[config.mk]
export PLATFORM = sky130hd
export DESIGN_NAME = route_ctrl_in
export DESIGN_NICKNAME = d
export VERILOG_FILES = /design/src/rtl/route_ctrl_in.sv
export SDC_FILE = /design/constraint.sdc
export NUM_CORES = 1
export LEC_CHECK = 0
export CAP_MARGIN = 20
export CORE_UTILIZATION = 40
export DETAILED_ROUTE_END_ITERATION = 6
export HOLD_SLACK_MARGIN = 0.12
export PLACE_DENSITY = 0.89
export REMOVE_ABC_BUFFERS = 1
export SLEW_MARGIN = 0
export SYNTH_ARGS = -nofsm -noshare
export SYNTH_HDL_FRONTEND = slang
export SYNTH_SLANG_ARGS = --single-unit
[constraint.sdc]
create_clock -name clk -period 1.53 [get_ports clk]
set_input_delay 0.306 -clock clk [delete_from_list [all_inputs] [get_ports clk]]
set_output_delay 0.306 -clock clk [all_outputs]
set_load 0.05 [all_outputs]
[src/rtl/route_ctrl_in.sv]
// Input-port route/forward controller: pops flits, XY-routes head flits, forwards wormhole packets.
// Define ROUTE_PKT_CNT_EN to build the saturating forwarded-packet counter on pkt_cnt.
module route_ctrl_in #(
    parameter logic [2:0] X_ID = 3'd0,
    parameter logic [2:0] Y_ID = 3'd0
) (
    input  logic        clk,
    input  logic        rst,
    input  logic        fifo_empty,
    output logic        fifo_rd,
    input  logic [7:0]  fifo_data,
    output logic [4:0]  req,
    input  logic        gnt,
    output logic [7:0]  out_flit,
    output logic        out_valid,
    input  logic        out_ready,
    output logic        port_release,   // 'release' is a reserved word in SystemVerilog
    output logic        err,
    output logic [15:0] pkt_cnt
);

    typedef enum logic [2:0] {
        IDLE,
        POP,
        CAPT,
        REQ,
        SEND
    } state_t;

    state_t      state;
    state_t      state_nx;
    logic [7:0]  flit_reg;
    logic [4:0]  route;
    logic        route_valid;
    logic [4:0]  route_calc;
    logic        cap_head;
    logic        tail_accept;

    assign cap_head    = fifo_data[7];
    // flit type bit 6 marks the last flit of a packet (tail or head+tail)
    assign tail_accept = (state == SEND) && out_ready && flit_reg[6];

    always_comb begin
        route_calc = 5'b00001;
        if (fifo_data[5:3] > X_ID)
            route_calc = 5'b00010;
        else if (fifo_data[5:3] < X_ID)
            route_calc = 5'b00100;
        else if (fifo_data[2:0] > Y_ID)
            route_calc = 5'b01000;
        else if (fifo_data[2:0] < Y_ID)
            route_calc = 5'b10000;
    end

    always_comb begin
        state_nx = state;
        case (state)
            IDLE: if (!fifo_empty) state_nx = POP;
            POP:  state_nx = CAPT;
            CAPT: begin
                if (cap_head)
                    state_nx = REQ;
                else if (route_valid)
                    state_nx = SEND;
                else
                    state_nx = IDLE;
            end
            REQ:  if (gnt) state_nx = SEND;
            SEND: if (out_ready) state_nx = IDLE;
            default: state_nx = IDLE;
        endcase
    end

    always_ff @(posedge clk or posedge rst) begin
        if (rst)
            state <= IDLE;
        else
            state <= state_nx;
    end

    always_ff @(posedge clk or posedge rst) begin
        if (rst) begin
            flit_reg     <= '0;
            route        <= '0;
            route_valid  <= 1'b0;
            err          <= 1'b0;
            port_release <= 1'b0;
        end else begin
            port_release <= tail_accept;
            if (state == CAPT) begin
                flit_reg <= fifo_data;
                if (cap_head) begin
                    // a head while a route is still open means the old tail went missing
                    if (route_valid)
                        err <= 1'b1;
                    route       <= route_calc;
                    route_valid <= 1'b1;
                end else if (!route_valid) begin
                    err <= 1'b1;
                end
            end
            if (tail_accept)
                route_valid <= 1'b0;
        end
    end

    assign fifo_rd   = (state == POP);
    assign req       = (state == REQ) ? route : '0;
    assign out_valid = (state == SEND);
    assign out_flit  = (state == SEND) ? flit_reg : '0;

`ifdef ROUTE_PKT_CNT_EN
    logic [15:0] cnt;

    always_ff @(posedge clk or posedge rst) begin
        if (rst)
            cnt <= '0;
        else if (port_release && (cnt != '1))
            cnt <= cnt + 16'd1;
    end

    assign pkt_cnt = cnt;
`else
    assign pkt_cnt = '0;
`endif

endmodule

Word level (Yosys, flattened, before mapping)
Cells that the tools add are included.
Storage, ports and cells
  bits of input ports: 13
  word-level logic and storage cells: 46
  flip-flop bits (word level): 19
Operators by class
  reduce and logical (&&, ||, !) cells: 9
  muxes and demuxes: 18
  equality and inequality tests: 9
  $lt $le $gt $ge: 4
Operators with widths (number)
  5-bit 2-to-1 mux: 5
  3-bit 2-to-1 mux: 5
  3-bit case mux with 5 select lines: 1
  8-bit 2-to-1 mux: 1
  3-bit by 2-bit == test with 1-bit output (second input constant): 2
  3-bit by 1-bit > comparator with 1-bit output (second input constant): 2
  3-bit by 1-bit < comparator with 1-bit output (second input constant): 2
  1-bit 2-to-1 mux: 6
  2-bit inequality test (second input constant): 3
  3-bit AND reduction: 2
  2-bit by 1-bit inequality test with 1-bit output (second input constant): 2
  2-bit AND reduction: 2
  2-bit nonzero test: 2
  3-bit by 1-bit == test with 1-bit output (second input constant): 1
  3-bit == test (second input constant): 1
  3-bit logical NOT: 1
  1-bit logical AND: 2

Logic depth before layout (Yosys ltp)
Gate-level depths: netlist of run 1.
  depth after elaboration: 5
  depth in mapped cells: 4

Worst setup path before layout of run 1
Ideal clock, no wire load.
  path type: reg2out
  start point: register state[1]
  end point: output out_flit[7]
  setup slack: -0.939 ns
  stages on the path, launching flop included: 5
  buffers on the path: 1
  arrival: 2.163 ns
  required time: 1.224 ns
  path through: dfrtp_1 buf_2 nor3b_2 inv_1 nor2_1
On the way
  word-level cells in the longest chain between the ends: 2
RTL lines
  start, declared: line 30  | state_t state;
  start signal, assigned: line 78  | state <= state_nx;
  3-bit == test
  net out_valid: line 15  | output logic out_valid,
  8-bit 2-to-1 mux: line 110  | assign out_flit = (state == SEND) ? flit_reg : '0;
  end, declared: line 14  | output logic [7:0] out_flit,
The timed path passes the listed nets, and every way through them passes these cells.

Worst setup path after layout of run 1
  start point: register state[1]
  end point: output out_flit[1]
On the way
  word-level cells in the longest chain between the ends: 2
RTL lines (line)
  3-bit == test: 110
  8-bit 2-to-1 mux: 110
No other way between the ends.

==> impl_metrics.json, run 1 <==
{
  "outcome": "complete, but fails checks",
  "violations": "negative setup slack",
  "cts_tree": "done",
  "hpwl_mm": 1.718,
  "yosysMostFrequentCell": "buf_4",
  "ys_ff_latch": 17,
  "n_antenna_cell": 0,
  "drt-total-wl_mm": 2.411,
  "die_w_um": 50.89,
  "ios": 46,
  "rr_startpoint": "state[2]$_DFFE_PP0P_",
  "root_buffer": "clkbuf_4",
  "clock-sinks": 17,
  "rr_worst_depth": 6,
  "synth-edff-count": 0,
  "syn_area_per_cell_sq_um": 10.28,
  "avgViaCountPerCell": 4.726,
  "routed-via-count": 775,
  "critPathBufInv": 2,
  "start_util_pct": 42.80,
  "clk_latency_ns": 0.31,
  "setup.worst_path.end_class": "output pin",
  "finalCriticalPeriod_ns": 1.791,
  "critPathMaxFanout": 3,
  "ys_seq_area_share_pct": 44.50,
  "grt_overflow_total": 0,
  "syn_to_final_growth_pct": 66.49,
  "leakagePower_nw": 0.7317,
  "cp.arrival_ns": 1.48,
  "switching_share_pct": 41.34,
  "preCtsSetupSlack_ns": -0.2013,
  "rsz0062_at_grt": "yes",
  "synth_area_sq_um": 955.9,
  "period_share_pct": 117.0,
  "clk_pin_slew_worst_paths_ns": 0.10,
  "yosys.area_share.simple_pct": 21.99,
  "yosysTopAreaCell": "dfrtp_1",
  "synth_compound_area_share_pct": 5.759,
  "die-area_sq_mm": 0.002589,
  "slew_violations": 0,
  "vdd_drop_max_mv": 1.297,
  "path_class": "reg2out",
  "grt_max_degree": 18,
  "synth_fa_ha_area_share_pct": 1.309,
  "p_clk_share_pct": 8.8,
  "antenna_found_initial": 0,
  "r2r_slack_ns": -0.01,
  "critPathTopFamily": "simple AND/OR/NAND/NOR gates",
  "fillers": 156,
  "path_cells": "nor3b_4 > buf_4 > and2_4 > buf_12",
  "clk_path_buf_depth": 2,
  "cp_slowest_cell": "dfrtp_1",
  "whs_ns": 0.3003,
  "post_synth_most_frequent_cells": "buf_4, dfrtp_1, and2_1, mux2_2, nand2_1",
  "synth_mux_area_share_pct": 9.293,
  "final_util_pct": 71.26,
  "clock_skew_ns": 0.006819,
  "async_flop_share_pct": 100.0,
  "max_stage_delay_ns": 0.43,
  "gp_congestion": 0.7378,
  "portBuffers": 27,
  "first_global_vias": 783,
  "die_height_um": 50.89,
  "grt_usage_pct": 19.13,
  "synth_top_area_share_pct": 44.50,
  "multi_input_area_sq_um": 526.8,
  "h-tree-depth": 1,
  "ant_nets": 0,
  "postLayoutSetupSlackWorst_ns": -0.2609,
  "largest_register_ffs": 8,
  "p_int_mw": 1.688,
  "power_switching_mw": 1.189,
  "power_density_mw_per_mm2": 1808,
  "cp-startpoint": "state[1]$_DFFE_PP0P_",
  "max_freq_mhz": 558.4,
  "min_path_type": "in2async",
  "cts_buffers": 3,
  "cp.depth": 4,
  "ys_top_cells_by_area": "dfrtp_1, buf_4, mux2_2",
  "synth_xor_area_share_pct": 0,
  "grt_first_pass_wirelength_mm": 3.498,
  "p_seq_share_pct": 27.5,
  "drt_iter0_drc": 7,
  "required_ns": 1.22,
  "crit_end": "out_flit[1]",
  "synth-main-ff-cell": "dfrtp_1",
  "ys_types": 30,
  "synthCells": 93,
  "fin_nets": 151,
  "drive_gt1_share_pct": 42.65,
  "finalSetupViolations": 14,
  "combPwrFrac_pct": 63.6,
  "maxCapViolCount": 0,
  "num_rows": 17,
  "cp-start-kind": "flop",
  "ff_latch_area_sq_um": 425.4,
  "core_sq_mm": 0.002233,
  "drc_errors": 0,
  "first_pass_iters": 4,
  "wl_per_cell_um": 14.70,
  "r2r-end": "flit_reg[1]$_DFFE_PP0N_",
  "finalHoldViolations": 0,
  "ys_warn_count": 0,
  "synth_top_family_by_area": "simple AND/OR/NAND/NOR gates"
}
[worst reg2reg max path, delay by kind of cell (launching register included)]
| kind | cells | cell delay [ns] |
|---|---|---|
| mux | 1 | 0.34 |
| flops | 1 | 0.42 |
| simple gates | 2 | 0.28 |
| buf+inv | 3 | 0.40 |
[placed cells by master (no fill, tap or decap), types with 3 or more instances in the layout]
| cell type | instances |
|---|---|
| conb_1 | 18 |
| dfrtp_1 | 17 |
| buf_12 | 15 |
| clkdlybuf4s50_1 | 12 |
| buf_4 | 8 |
| and2_4 | 7 |
| nand2_1 | 6 |
| buf_6 | 6 |
| mux2_4 | 4 |
| inv_1 | 4 |
| mux2_2 | 3 |
| nor2_1 | 3 |
| and3_4 | 3 |
| clkbuf_4 | 3 |
[repair_timing]
action	4_1_cts	5_1_grt
pin swaps	6	3
hold buffers	0	0
setup endpoints to repair	13	17
setup buffers	1	5
cloned	0	1
gates resized for setup	14	18
endpoints found under the hold margin	0	0
[kinds of logic (layout without fill, tap and decap cells)]
group / Yosys count / count (layout)
AOI/OAI and AO/OA: 9 / 9
and+or+nand+nor: 33 / 33
buffers and inverters: 24 / 50
adders and majority gates: 1 / 1
other: 1 / 18
DFF: 17 / 17
muxes: 8 / 8
[power groups by stage]
stage / registers, mW / clock network [mW] / logic (mW)
floorplan: 0.809 / 0 / 0.745
global placement: 0.747 / 0 / 1.37
detailed placement: 0.767 / 0 / 1.43
CTS: 0.778 / 0.258 / 1.53
global route: 0.810 / 0.277 / 1.93
finish: 0.792 / 0.254 / 1.83
[per-layer routing]
| metal | routed length, um | global-route usage [%] | part of all wire [%] | vias up |
|---|---|---|---|---|
| li1 | - | - | - | 360 |
| met1 | 934 | 19.66 | 39 | 378 |
| met2 | 1317 | 36.89 | 55 | 35 |
| met3 | 134 | 5.655 | 5.6 | 2 |
| met4 | 25 | 5.556 | 1.0 | 0 |
| met5 | 0 | 0 | 0 | - |
[through the flow]
step	instance area (sq um)	std cells	power [mW]	setup TNS [ns]
final	1592	164	2.877	-2.812
after global routing	1592	164	3.012	-3.725
after CTS	1471	158	2.563	-3.073
after detailed placement	1390	153	2.196	-0.2973
after global placement	1390	153	2.118	-0.1614
after floorplan	874.6	90	1.554	-6.845
[final cells by class]
class | instances | area share [%]
Inverter | 4 | 0.9434
Multi-Input combinational cell | 69 | 33.10
Tap cell | 28 | 2.201
Sequential cell | 17 | 26.73
Clock buffer | 4 | 1.651
Timing Repair Buffer | 42 | 35.38
[worst min path at each step]
stage / endpoint / start / cells past startpoint
6_report: flit_reg[6]$_DFFE_PP0N_ / rst / 3
5_1_grt: port_release$_DFF_PP0_ / rst / 3
4_1_cts: flit_reg[6]$_DFFE_PP0N_ / rst / 3
3_5_place_dp: route[1]$_DFFE_PP0P_ / route[1]$_DFFE_PP0P_ / 2
3_3_place_gp: route[1]$_DFFE_PP0P_ / route[1]$_DFFE_PP0P_ / 2
2_1_floorplan: err$_DFFE_PP0P_ / rst / 1
Note: power is estimated with default switching activity, not from simulation.
==> run 2, diff against run 1 <==
--- a/config.mk
+++ b/config.mk
@@ -7,9 +7,10 @@
 export LEC_CHECK = 0
 export CAP_MARGIN = 20
 export CORE_UTILIZATION = 40
+export CTS_CLUSTER_SIZE = 28
 export DETAILED_ROUTE_END_ITERATION = 6
 export HOLD_SLACK_MARGIN = 0.12
-export PLACE_DENSITY = 0.89
+export PLACE_DENSITY = 0.79
 export REMOVE_ABC_BUFFERS = 1
 export SLEW_MARGIN = 0
 export SYNTH_ARGS = -nofsm -noshare
==> run 2 against run 1 <==
  * The run still ends with negative setup slack left
  * Clock skew is essentially flat
  * Worst hold slack gained 0.037 ns
  * Power shrank 11%
  * Combinational power shrank 15%
  * Sequential power shrank 4.8%
  * Clock-buffer cell count is the same
  * Cell count shrank 2.4%
  * Flip-flop and latch count is the same
  * First-iteration DRC count shrank 14%
  * Core utilization shrank 4.3 points
  * Via count shrank 4.9%
  * Critical path type unchanged
  * Highest routed layer unchanged
==> impl_metrics.json, run 2 (synthesis results as in run 1) <==
{
  "first_pass_iters": 4,
  "die_w_um": 50.89,
  "grt_first_pass_wirelength_mm": 3.098,
  "layout_common_cells": "conb_1, dfrtp_1, buf_12",
  "root_buffer": "clkbuf_4",
  "portBuffers": 27,
  "ant_nets": 0,
  "combPwrFrac_pct": 61.2,
  "cts_hold_buf": 0,
  "rr_worst_depth": 5,
  "n_antenna_cell": 0,
  "syn_to_final_growth_pct": 56.41,
  "critPathMaxFanout": 8,
  "p_int_mw": 1.493,
  "fin_nets": 147,
  "p_clk_share_pct": 9.2,
  "cp-startpoint": "state[0]$_DFFE_PP0P_",
  "rsz0062_at_grt": "yes",
  "r2r_slack_ns": 0.09,
  "drc_errors": 0,
  "clock-sinks": 17,
  "power_density_mw_per_mm2": 1703,
  "cp.arrival_ns": 1.41,
  "h-tree-depth": 1,
  "routed-via-count": 737,
  "maxCapViolCount": 0,
  "ios": 46,
  "min_path_type": "in2async",
  "grt_usage_pct": 16.49,
  "p_seq_share_pct": 29.6,
  "final_util_pct": 66.95,
  "cp-start-kind": "flop",
  "clk_pin_slew_worst_paths_ns": 0.10,
  "clk_latency_ns": 0.28,
  "max_freq_mhz": 582.3,
  "gp_congestion": 0.7157,
  "total_power_mw": 2.546,
  "hpwl_mm": 1.541,
  "slew_violations": 0,
  "drt-total-wl_mm": 2.007,
  "outcome": "complete, but fails checks",
  "antenna_found_initial": 0,
  "finalCriticalPeriod_ns": 1.717,
  "clk_path_buf_depth": 2,
  "setup.worst_path.end_class": "output pin",
  "whs_ns": 0.3369,
  "fillers": 178,
  "num_rows": 17,
  "max_stage_delay_ns": 0.40,
  "leakagePower_nw": 0.6885,
  "vdd_drop_max_mv": 1.122,
  "path_class": "reg2out",
  "switching_share_pct": 41.38,
  "cts_buffers": 3,
  "drive_gt1_share_pct": 40.15,
  "die_height_um": 50.89,
  "clock_skew_ns": 0.006438,
  "final_area_sq_mm": 0.001495,
  "final_common_cell": "conb_1",
  "power_switching_mw": 1.054,
  "wl_per_cell_um": 12.54,
  "placed_cell_area_sq_mm": 0.001390,
  "start_util_pct": 42.80,
  "grt_overflow_total": 0,
  "drt_iter0_drc": 6,
  "finalSetupViolations": 13,
  "rr_startpoint": "state[2]$_DFFE_PP0P_",
  "path_cells": "nor3b_2 > buf_4 > and2_4 > buf_12",
  "avgViaCountPerCell": 4.606,
  "postLayoutSetupSlackWorst_ns": -0.1873,
  "r2r-end": "flit_reg[1]$_DFFE_PP0N_",
  "cp_slowest_cell": "dfrtp_1",
  "cts_tree": "done",
  "die-area_sq_mm": 0.002589,
  "largest_register_ffs": 8,
  "core_sq_mm": 0.002233,
  "period_share_pct": 112.2,
  "finalHoldViolations": 0,
  "grt_max_degree": 18,
  "first_global_vias": 677,
  "violations": "negative setup slack",
  "required_ns": 1.22
}
run 2: cell count changes in the layout (fill, tap and decap cells not counted), moves of 3 or more:
| cell | change |
|---|---|
| mux2_2 | +4 |
| mux2_4 | -4 |
| buf_4 | +3 |
| buf_6 | -6 |
run 2: repair_timing:
item	4_1_cts	5_1_grt
endpoints found under the setup margin	13	13
gates resized for setup	12	5
gates cloned	0	0
pin swaps	6	0
setup buffers	2	1
run 2: worst max-delay path by stage:
| stage | to | cells after the start |
|---|---|---|
| 2_1_floorplan | out_flit[7] | 3 |
| 3_3_place_gp | route[0]$_DFFE_PP0P_ | 4 |
| 3_5_place_dp | route[0]$_DFFE_PP0P_ | 4 |
| 4_1_cts | out_flit[5] | 4 |
| 5_1_grt | out_flit[5] | 4 |
| 6_report | out_flit[5] | 4 |
run 2: per-layer routing:
layer / track usage, % / share of wire (%)
met5: 0 / 0
met4: 4.167 / 0.95
met3: 5.357 / 7.9
met2: 28.44 / 51
met1: 19.77 / 40
run 2: area by class of cell:
cell class	instances	area [sq um]	share of cell area (%)
clock buffers	4	26.28	1.757
multi-input cells	69	488.0	32.64
well taps	28	35.03	2.343
inverters	4	17.52	1.172
repair buffers	38	503.0	33.64
flip-flops and latches	17	425.4	28.45
run 2: power by group through the flow:
| stage | clock network [mW] | registers, mW | logic (mW) |
|---|---|---|---|
| 2_1_floorplan | 0 | 0.809 | 0.745 |
| 3_3_place_gp | 0 | 0.752 | 1.37 |
| 3_5_place_dp | 0 | 0.765 | 1.40 |
| 4_1_cts | 0.244 | 0.754 | 1.52 |
| 5_1_grt | 0.260 | 0.773 | 1.66 |
| 6_report | 0.234 | 0.754 | 1.56 |
run 2: critical path, delay by kind of cell, from the launching register on:
kind | cells | cell delay (ns)
AND/OR/NAND/NOR | 2 | 0.40
buffers and inverters | 2 | 0.33
flip-flops | 1 | 0.40
run 2: stage by stage:
stage          worst slack [ns]  instances  TNS [ns]
2_1_floorplan           -0.9439         90    -6.845
3_3_place_gp            -0.1617        153   -0.1617
3_5_place_dp            -0.2045        153   -0.2045
4_1_cts                 -0.1792        159    -1.913
5_1_grt                 -0.2444        160    -2.693
6_report                -0.1873        160    -1.914
==> run 3, diff against run 2 <==
--- a/config.mk
+++ b/config.mk
@@ -6,6 +6,7 @@
 export NUM_CORES = 1
 export LEC_CHECK = 0
 export CAP_MARGIN = 20
+export CORE_MARGIN = 3
 export CORE_UTILIZATION = 40
 export CTS_CLUSTER_SIZE = 28
 export DETAILED_ROUTE_END_ITERATION = 6
==> run 3 against run 2 <==
  * The flow still finishes with violations (negative setup slack)
  * Critical path type unchanged
  * Clock-buffer cell count unchanged
  * Combinational power up 8%
  * Cell count up 1.3%
  * Power up 5.7%
  * Clock skew down 0.0053 ns
  * Die area up 16%
==> impl_metrics.json, run 3 (synthesis results as in run 1) <==
{
  "drc_errors": 0,
  "critPathMaxFanout": 5,
  "die_height_um": 54.89,
  "grt_max_degree": 18,
  "n_antenna_cell": 0,
  "finalCriticalPeriod_ns": 1.739,
  "max_freq_mhz": 575.0,
  "cp-start-kind": "flop",
  "cts_tree": "done",
  "finalSetupViolations": 20,
  "grt_first_pass_wirelength_mm": 3.415,
  "root_buffer": "clkbuf_4",
  "p_seq_share_pct": 28.6,
  "drt-total-wl_mm": 2.169,
  "period_share_pct": 113.7,
  "p_int_mw": 1.587,
  "rr_worst_depth": 7,
  "h-tree-depth": 1,
  "die_w_um": 54.89,
  "p_clk_share_pct": 9.1,
  "leakagePower_nw": 0.7032,
  "clk_latency_ns": 0.29,
  "min_path_type": "in2async",
  "r2r_slack_ns": -0.07,
  "rr_startpoint": "state[1]$_DFFE_PP0P_",
  "largest_register_ffs": 8,
  "maxCapViolCount": 0,
  "wl_per_cell_um": 13.39,
  "first_pass_iters": 4,
  "fillers": 174,
  "avgViaCountPerCell": 4.679,
  "multi_input_area_sq_um": 499.2,
  "ff_latch_area_sq_um": 425.4,
  "path_class": "reg2out",
  "routed-via-count": 758,
  "drive_gt1_share_pct": 41.79,
  "r2r-end": "flit_reg[3]$_DFFE_PP0N_",
  "rsz0062_at_grt": "yes",
  "hpwl_mm": 1.615,
  "ios": 46,
  "first_global_vias": 741,
  "grt_overflow_total": 0,
  "violations": "negative setup slack",
  "power_density_mw_per_mm2": 1746,
  "syn_to_final_growth_pct": 61.26,
  "die-area_sq_mm": 0.003012,
  "core_sq_mm": 0.002233,
  "combPwrFrac_pct": 62.3,
  "grt_usage_pct": 16.12,
  "fin_tns_setup_ns": -2.859,
  "clk_pin_slew_worst_paths_ns": 0.10,
  "final_area_sq_mm": 0.001541,
  "portBuffers": 27,
  "layout_common_cells": "conb_1, dfrtp_1, buf_12",
  "outcome": "complete, but fails checks",
  "cts_hold_buf": 0,
  "clock_skew_ns": 0.001119,
  "switching_share_pct": 41.02,
  "slew_violations": 0,
  "setup.worst_path.end_class": "output pin",
  "placed_cell_area_sq_mm": 0.001395,
  "postLayoutSetupSlackWorst_ns": -0.2092,
  "cp.arrival_ns": 1.43,
  "antenna_found_initial": 0,
  "cts_buffers": 3,
  "power_switching_mw": 1.104,
  "finalHoldViolations": 0,
  "required_ns": 1.22,
  "drt_iter0_drc": 6,
  "gp_congestion": 0.7241,
  "fin_nets": 149,
  "ant_nets": 0,
  "clock-sinks": 17,
  "vdd_drop_max_mv": 1.173,
  "start_util_pct": 42.80,
  "num_rows": 17,
  "final_common_cell": "conb_1",
  "clk_path_buf_depth": 2
}
==> run 3: routing by layer <==
metal / GRT usage, % / share of wire (%)
met5: 0 / 0
met1: 19.26 / 38
met3: 3.815 / 8.8
met4: 8.714 / 2.2
met2: 26.38 / 51
==> run 3: worst max path at each step <==
| stage | start | end |
|---|---|---|
| global placement | fifo_data[3] | route[0]$_DFFE_PP0P_ |
| finish | state[1]$_DFFE_PP0P_ | req[3] |
| global route | state[1]$_DFFE_PP0P_ | req[3] |
| CTS | state[1]$_DFFE_PP0P_ | out_flit[3] |
| floorplan | state[0]$_DFFE_PP0P_ | out_flit[7] |
| detailed placement | fifo_data[3] | route[0]$_DFFE_PP0P_ |
==> run 3: repair_timing <==
action                                  4_1_cts  5_1_grt
gates resized for setup                      13        8
buffers inserted                              2        4
endpoints found under the setup margin       13       13
pin swaps                                     7        1
==> run 3: per-stage QoR <==
stage	utilization, %	hold WS, ns	setup WS (ns)	power [mW]	std cells
final	69.02	0.3185	-0.2092	2.691	162
after global routing	69.02	0.3498	-0.2765	2.839	162
after CTS	66.22	0.3279	-0.1923	2.567	158
after detailed placement	62.47	0.4738	-0.2215	2.205	152
after global placement	62.47	0.4573	-0.1644	2.154	152
after floorplan	-	0.2321	-0.9439	1.554	90
==> run 3: worst max-delay path, stage by stage (launching register included) <==
cell	delay [ns]
dfrtp_1	0.43
buf_4	0.15
buf_6	0.12
nor2b_4	0.12
and3_4	0.18
buf_12	0.14
==> run 3: cell type report <==
type | count | area share [%]
Clock buffer | 4 | 1.705
Inverter | 4 | 1.136
Sequential cell | 17 | 27.60
Multi-Input combinational cell | 69 | 32.39
Timing Repair Buffer | 40 | 34.90
Tap cell | 28 | 2.273
==> run 3: power by group through the flow <==
stage,registers [mW],clock network [mW],logic [mW]
detailed placement,0.766,0,1.44
floorplan,0.809,0,0.745
CTS,0.759,0.247,1.56
global placement,0.751,0,1.40
finish,0.770,0.245,1.68
global route,0.790,0.271,1.78
